File: config.mk
export PLATFORM = sky130hd
export DESIGN_NAME = aftab_memory_byte_sequencer
export DESIGN_NICKNAME = d
export VERILOG_FILES = /design/src/rtl/aftab_memory_byte_sequencer_pkg.sv /design/src/rtl/aftab_load_extender.sv /design/src/rtl/aftab_memory_byte_sequencer.sv
export SDC_FILE = /design/constraint.sdc
export NUM_CORES = 1
export LEC_CHECK = 0
export CAP_MARGIN = 20
export CORE_UTILIZATION = 44
export DETAILED_ROUTE_END_ITERATION = 6
export PLACE_DENSITY = 0.81
export SETUP_SLACK_MARGIN = 0.05
export SYNTH_ARGS = -nofsm -noshare
export SYNTH_HDL_FRONTEND = slang
export SYNTH_SLANG_ARGS = --single-unit
File: constraint.sdc
create_clock -name clk -period 7.8 [get_ports clk]
set_clock_uncertainty 0.15 [all_clocks]
set_input_delay 1.17 -clock clk [delete_from_list [all_inputs] [get_ports clk]]
set_output_delay 1.17 -clock clk [all_outputs]
set_load 0.05 [all_outputs]
File: src/rtl/aftab_memory_byte_sequencer_pkg.sv
// ---------------------------------------------------------------------------
// aftab_memory_byte_sequencer_pkg
//   Shared definitions for the AFTAB byte-wide memory sequencer:
//     - request size codes (byte / half / word; code 2'b11 behaves as word)
//     - FSM state encodings (IDLE, ACCESS, RELEASE, FINISH)
//     - default ready-wait limit used by the optional timeout logic
//     - byteCount(): number of byte transfers for a size code
// ---------------------------------------------------------------------------
package aftab_memory_byte_sequencer_pkg;

  // Request size codes
  localparam logic [1:0] sizeByte = 2'b00;
  localparam logic [1:0] sizeHalf = 2'b01;
  localparam logic [1:0] sizeWord = 2'b10;

  // FSM state encodings
  localparam logic [1:0] stateIdle    = 2'd0;
  localparam logic [1:0] stateAccess  = 2'd1;
  localparam logic [1:0] stateRelease = 2'd2;
  localparam logic [1:0] stateFinish  = 2'd3;

  // Default number of cycles to wait on each handshake phase
  localparam int defaultTimeoutCycles = 64;

  // Number of sequential byte accesses for a size code
  function automatic logic [2:0] byteCount(input logic [1:0] size);
    case (size)
      sizeByte: return 3'd1;
      sizeHalf: return 3'd2;
      sizeWord: return 3'd4;
      default:  return 3'd4;
    endcase
  endfunction

endpackage

File: src/rtl/aftab_load_extender.sv
// ---------------------------------------------------------------------------
// aftab_load_extender
//   Combinational sign/zero extension of a little-endian assembled load.
//   Ports:
//     assembled  in  32  bytes collected from memory, byte0 = bits[7:0]
//     size       in  2   size code (byte / half / word, 2'b11 = word)
//     signedLoad in  1   1 = replicate MSB of the top byte, 0 = zero fill
//     result     out 32  extended load value
// ---------------------------------------------------------------------------
module aftab_load_extender
  import aftab_memory_byte_sequencer_pkg::*;
(
  input  logic [31:0] assembled,
  input  logic [1:0]  size,
  input  logic        signedLoad,
  output logic [31:0] result
);

  always_comb begin
    result = assembled;
    case (size)
      sizeByte: result = {{24{signedLoad & assembled[7]}}, assembled[7:0]};
      sizeHalf: result = {{16{signedLoad & assembled[15]}}, assembled[15:0]};
      default:  result = assembled;
    endcase
  end

endmodule

File: src/rtl/aftab_memory_byte_sequencer.sv
// ---------------------------------------------------------------------------
// aftab_memory_byte_sequencer
//   Upstream master for the byte-wide AFTAB memory model. One core load or
//   store of byte/half/word is split into 1/2/4 little-endian byte accesses
//   on readmem/writemem, each completed by a memDataReady return-to-zero
//   handshake. Load bytes are reassembled and sign/zero extended.
//
//   Handshake: a strobe (readmem or writemem, never both) rises with a stable
//   addressBus/dataBusIn and stays high until memDataReady is sampled 1; the
//   strobe then drops and the next byte is not started before memDataReady
//   has been sampled 0 again. startReq is only looked at in IDLE.
//
//   Ports:
//     clk, rst            clock (rising edge), async active-high reset
//     startReq            request strobe, sampled only when idle
//     writeReq            1 = store, 0 = load
//     sizeReq             00 byte, 01 half, 10/11 word
//     signedReq           sign-extend loads narrower than a word
//     addrReq             start byte address (any alignment, wraps)
//     wdataReq            store data, byte0 = bits[7:0]
//     busy                high from accepted startReq until done
//     done                one-cycle completion pulse
//     rdataOut            extended load result, held until the next load ends
//     error               pulses with done on a handshake timeout
//     readmem, writemem   memory strobes
//     addressBus          byte address to memory
//     dataBusIn           store byte to memory
//     dataBusOut          load byte from memory
//     memDataReady        memory completion handshake
//     stateDebug          current FSM state (observability only)
//
//   Build option: define AFTAB_MEM_TIMEOUT_EN to abort a request when a
//   handshake phase lasts timeoutCycles cycles (done and error pulse
//   together). Without it the sequencer waits forever and error is 0.
//   The byte lane math assumes wordWidth = 32 and dataWidth = 8.
// ---------------------------------------------------------------------------
module aftab_memory_byte_sequencer
  import aftab_memory_byte_sequencer_pkg::*;
#(
  parameter int addressWidth  = 32,
  parameter int wordWidth     = 32,
  parameter int dataWidth     = 8,
  parameter int timeoutCycles = defaultTimeoutCycles
) (
  input  logic                    clk,
  input  logic                    rst,
  input  logic                    startReq,
  input  logic                    writeReq,
  input  logic [1:0]              sizeReq,
  input  logic                    signedReq,
  input  logic [addressWidth-1:0] addrReq,
  input  logic [wordWidth-1:0]    wdataReq,
  output logic                    busy,
  output logic                    done,
  output logic [wordWidth-1:0]    rdataOut,
  output logic                    error,
  output logic                    readmem,
  output logic                    writemem,
  output logic [addressWidth-1:0] addressBus,
  output logic [dataWidth-1:0]    dataBusIn,
  input  logic [dataWidth-1:0]    dataBusOut,
  input  logic                    memDataReady,
  output logic [1:0]              stateDebug
);

  if (timeoutCycles < 1) begin : gBadTimeout
    $error("timeoutCycles must be at least 1");
  end

  logic [1:0]              state;
  logic                    writeLat;
  logic [1:0]              sizeLat;
  logic                    signedLat;
  logic [addressWidth-1:0] addrLat;
  logic [wordWidth-1:0]    wdataLat;
  logic [2:0]              nBytes;
  logic [1:0]              idx;
  logic [wordWidth-1:0]    asmBytes;

  logic [1:0]              nextIdx;
  logic                    moreBytes;
  logic [wordWidth-1:0]    wdataShift;
  logic [wordWidth-1:0]    loadResult;

  assign stateDebug = state;

  // idx only advances while idx+1 < nBytes <= 4, so the 2-bit increment
  // never wraps when it is actually used.
  assign nextIdx    = idx + 2'd1;
  assign moreBytes  = ({1'b0, idx} + 3'd1) < nBytes;
  assign wdataShift = wdataLat >> {nextIdx, 3'b000};

  aftab_load_extender uExtender (
    .assembled  (asmBytes),
    .size       (sizeLat),
    .signedLoad (signedLat),
    .result     (loadResult)
  );

`ifdef AFTAB_MEM_TIMEOUT_EN
  localparam logic [31:0] waitLimit = 32'(timeoutCycles - 1);
  logic [31:0] waitCnt;
  logic        errorReg;
  assign error = errorReg;
`else
  assign error = 1'b0;
`endif

  always_ff @(posedge clk or posedge rst) begin
    if (rst) begin
      state      <= stateIdle;
      busy       <= 1'b0;
      done       <= 1'b0;
      readmem    <= 1'b0;
      writemem   <= 1'b0;
      addressBus <= '0;
      dataBusIn  <= '0;
      rdataOut   <= '0;
      writeLat   <= 1'b0;
      sizeLat    <= '0;
      signedLat  <= 1'b0;
      addrLat    <= '0;
      wdataLat   <= '0;
      nBytes     <= '0;
      idx        <= '0;
      asmBytes   <= '0;
`ifdef AFTAB_MEM_TIMEOUT_EN
      waitCnt    <= '0;
      errorReg   <= 1'b0;
`endif
    end else begin
      // done/error are single-cycle pulses unless re-asserted below
      done <= 1'b0;
`ifdef AFTAB_MEM_TIMEOUT_EN
      errorReg <= 1'b0;
`endif
      case (state)
        stateIdle: begin
          if (startReq) begin
            writeLat   <= writeReq;
            sizeLat    <= sizeReq;
            signedLat  <= signedReq;
            addrLat    <= addrReq;
            wdataLat   <= wdataReq;
            nBytes     <= byteCount(sizeReq);
            idx        <= '0;
            asmBytes   <= '0;
            busy       <= 1'b1;
            addressBus <= addrReq;
            dataBusIn  <= wdataReq[dataWidth-1:0];
            readmem    <= ~writeReq;
            writemem   <= writeReq;
            state      <= stateAccess;
`ifdef AFTAB_MEM_TIMEOUT_EN
            waitCnt    <= '0;
`endif
          end
        end

        stateAccess: begin
          if (memDataReady) begin
            if (!writeLat) begin
              asmBytes[{idx, 3'b000} +: dataWidth] <= dataBusOut;
            end
            readmem  <= 1'b0;
            writemem <= 1'b0;
            state    <= stateRelease;
`ifdef AFTAB_MEM_TIMEOUT_EN
            waitCnt  <= '0;
          end else if (waitCnt == waitLimit) begin
            readmem  <= 1'b0;
            writemem <= 1'b0;
            busy     <= 1'b0;
            done     <= 1'b1;
            errorReg <= 1'b1;
            state    <= stateIdle;
          end else begin
            waitCnt  <= waitCnt + 32'd1;
`endif
          end
        end

        stateRelease: begin
          // Strobes are already low; wait for the memory to return
          // memDataReady to zero before the next byte or completion.
          if (!memDataReady) begin
            if (moreBytes) begin
              idx        <= nextIdx;
              addressBus <= addrLat + addressWidth'(nextIdx);
              dataBusIn  <= wdataShift[dataWidth-1:0];
              readmem    <= ~writeLat;
              writemem   <= writeLat;
              state      <= stateAccess;
            end else begin
              done  <= 1'b1;
              busy  <= 1'b0;
              state <= stateFinish;
              if (!writeLat) begin
                rdataOut <= loadResult;
              end
            end
`ifdef AFTAB_MEM_TIMEOUT_EN
            waitCnt <= '0;
          end else if (waitCnt == waitLimit) begin
            busy     <= 1'b0;
            done     <= 1'b1;
            errorReg <= 1'b1;
            state    <= stateIdle;
          end else begin
            waitCnt  <= waitCnt + 32'd1;
`endif
          end
        end

        stateFinish: begin
          state <= stateIdle;
        end

        default: begin
          state <= stateIdle;
        end
      endcase
    end
  end

endmodule

==> flow_summary.yaml <==
power:
  p_int_uw: 2540
  cellLeakagePower_uw: 0.00477
  swShare: 0.454
  clockPowerShare: 0.178
  seqPwrFrac: 0.349
  combPwrFrac: 0.473
  power_switching_uw: 2110
  vdd.ir_drop.worst_mv: 0.294
  power.density_mw_per_mm2: 430
layout:
  area_growth_pct: 27.7
  drive_gt1_frac: 0.0545
  multi_input_area_mm2: 0.00364
  nFillCells: 1594
  diodes: 0
  fin_nets: 1146
  fin_util: 0.576
  register_area_mm2: 0.00458
worst_setup_path:
  crit_required_ps: 7970
  cp_slowest_cell: "ha_1"
  crit_path_cell_trace: "inv_1, ha_1, ha_1, nand2_1, o21a_1, nand3_1, o221ai_1"
  rrSetupSlack_ps: 3920
  crit_fanout: 19
  critical_path_class: "reg2reg"
  crit_arrival_ps: 4040
  cp_common_cell: "ha_1"
  critPathMaxStageDelay_ps: 870
  end_kind: "flop"
  cp-start-kind: "flop"
global_route:
  grt_remaining_overflow: 0
  use_met2: 0.350
  grt_usage: 0.221
  use_met1: 0.298
  antenna_found_initial: 0
  grt_util_met3: 0.0493
  grt_pass1_vias: 6761
  busiest_layer: "met2"
  grt_max_degree: 101
  grt_pass1_wl_um: 34200
run_status:
  run_status: "finished, final reports clean"
routing:
  drt.antenna.violating_nets: 0
  vias: 6936
  drt_iter0_drc: 551
  via_per_inst: 5.34
  routed_wirelength_um: 20800
  route.detailed.drc: 0
  wl_per_cell_um: 16.0
  dr.pass1.iters: 5
cts:
  hold_buffers: 0
  path_clk_slew_ps: 60
  cts_tree: "yes"
  clkLatencyLatePin_ps: 430
  cts-root-buf: "clkbuf_16"
  post_cts_buffers: 0
  cts_inserted_buffers: 17
  post_cts_resized: 0
  cts_buffer_depth: 2
  clkSinkCount: 183
  htreeDepth: 4
synthesis:
  synth-seq-cells: 183
  yosys_warnings: 0
  async_flop_share: 1.00
  synth.top_cell.area_share: 0.541
  ys_types: 51
  synthTopCellsByArea: "dfrtp_1, nand2_1, o21ai_0"
  postSynthCellCount: 922
  ys.flop_type: "dfrtp_1"
  synth_area_per_cell_um2: 9.19
  synth_fp_nets: 1016
  synth_top_cell_by_area: "dfrtp_1"
  synth_area_mm2: 0.00847
  yosys-top-cells-count: "nand2_1, dfrtp_1, o21ai_0, clkbuf_1, nor2_1"
  synth_edf_count: 0
  yosysMostFrequentCell: "nand2_1"
  yosysSeqAreaShare: 0.541
timing:
  fin_crit_sh: 0.497
  setup_tns_ps: 0
  hold_viol_final: 0
  maxSlewHeadroom: 0.286
  tightestPinTransition_ps: 1070
  period_needed_ps: 3880
  rsz0062_at_grt: "false"
  report.final.slew_viol_count: 0
  finalSetupViolCount: 0
  fmax_mhz: 258
job:
  drv_cap: 0
die:
  coreArea_mm2: 0.0188
  die-area_mm2: 0.0198
  num_rows: 50
  die_x_um: 141
  ioPinCount: 159
  die_h_um: 141
  start_util: 0.451
placement:
  portBuffers: 157
  dp_hpwl_um: 14000
  place_congestion: 0.825
hold_path:
  hp-class: "reg2reg"
registers in the layout, summed over array words and instances (netlist names), 3 cells and up:
register    flops
dataBusIn       8
asmBytes       32
addressBus     32
wdataLat       32
rdataOut       32
nBytes          3
addrLat        32
critical path: cells and delay by family (launching register included):
| family | cells | cell delay [ps] |
|---|---|---|
| buffers and inverters | 1 | 200 |
| AO/OA/AOI/OAI | 2 | 720 |
| flip-flops | 1 | 800 |
| adder cells (fa/ha/maj) | 2 | 1240 |
| AND/OR/NAND/NOR | 2 | 650 |
metal layers:
layer | part of all wire | up-vias
met1 | 0.45 | 3294
met3 | 0.062 | 36
met4 | 0.022 | 0
met5 | 0 | -
met2 | 0.46 | 242
li1 | - | 3364
placed cells by master (no fill, tap or decap), types with 3 or more instances in the layout:
master,instances
dfrtp_1,183
a21o_1,5
a211oi_1,5
a31oi_1,11
clkinv_4,4
and4_1,4
nor2_1,30
nand3_1,12
nor4_1,4
nor3_1,15
xnor2_1,24
o211ai_1,3
inv_1,13
xor2_1,4
buf_4,6
or4_1,3
clkdlybuf4s50_1,157
o21ai_1,5
clkinvlp_4,3
o21ai_0,93
mux2i_1,17
a21oi_1,28
and2_1,3
o31ai_1,5
nand3b_1,3
nand4_1,4
nand2_1,322
clkbuf_16,17
o221ai_1,3
mux4_2,8
inv_6,4
a22oi_1,7
ha_1,12
nor2b_1,5
a22o_1,9
power by group through the flow:
| stage | combinational, uW | clock (uW) | sequential [uW] |
|---|---|---|---|
| after global routing | 2400 | 883 | 1680 |
| final | 2200 | 829 | 1630 |
| after detailed placement | 2200 | 0 | 1630 |
| after global placement | 2150 | 0 | 1620 |
| after floorplan | 962 | 0 | 2160 |
| after CTS | 2210 | 841 | 1620 |
final cells by class:
cell class / instances / share of cell area
Sequential cell: 183 / 0.423
Tap cell: 234 / 0.0271
Clock buffer: 19 / 0.0409
Clock inverter: 13 / 0.0115
Timing Repair Buffer: 165 / 0.155
Inverter: 15 / 0.00567
Multi-Input combinational cell: 670 / 0.337
cell families after synthesis:
family,after synthesis,share of synthesized area
and+or+nand+nor,421,0.210
DFF,183,0.541
AOI/OAI and AO/OA,179,0.122
buffers and inverters,69,0.0320
xor gates and xnor gates,28,0.0289
muxes,27,0.0440
adders and majority gates,14,0.0216
other,1,0.000443
path summary, 6_finish.rpt:
| kind | start | endpoint | cells after the start |
|---|---|---|---|
| min in group asynchronous | rst | rdataOut[15] | 2 |
| worst min-delay path | wdataLat[5] | wdataLat[5] | 2 |
| worst max-delay path | idx[0] | addressBus[14] | 7 |
| worst max register to register | idx[0] | addressBus[14] | 7 |
| worst min register to register | wdataLat[5] | wdataLat[5] | 2 |
| max in group asynchronous | rst | addressBus[16] | 4 |
metrics by stage:
step | total power (uW) | hold slack [ps] | cells | worst slack [ps] | cell area, um2
after floorplan | 3120 | 289 | 922 | 1510 | 8470
after global placement | 3770 | 302 | 1265 | 3740 | 10200
after global routing | 4950 | 341 | 1299 | 3550 | 10800
final | 4660 | 325 | 1299 | 3920 | 10800
after detailed placement | 3830 | 310 | 1265 | 3570 | 10200
after CTS | 4670 | 326 | 1297 | 3570 | 10800
(Power assumes the default switching activity.)
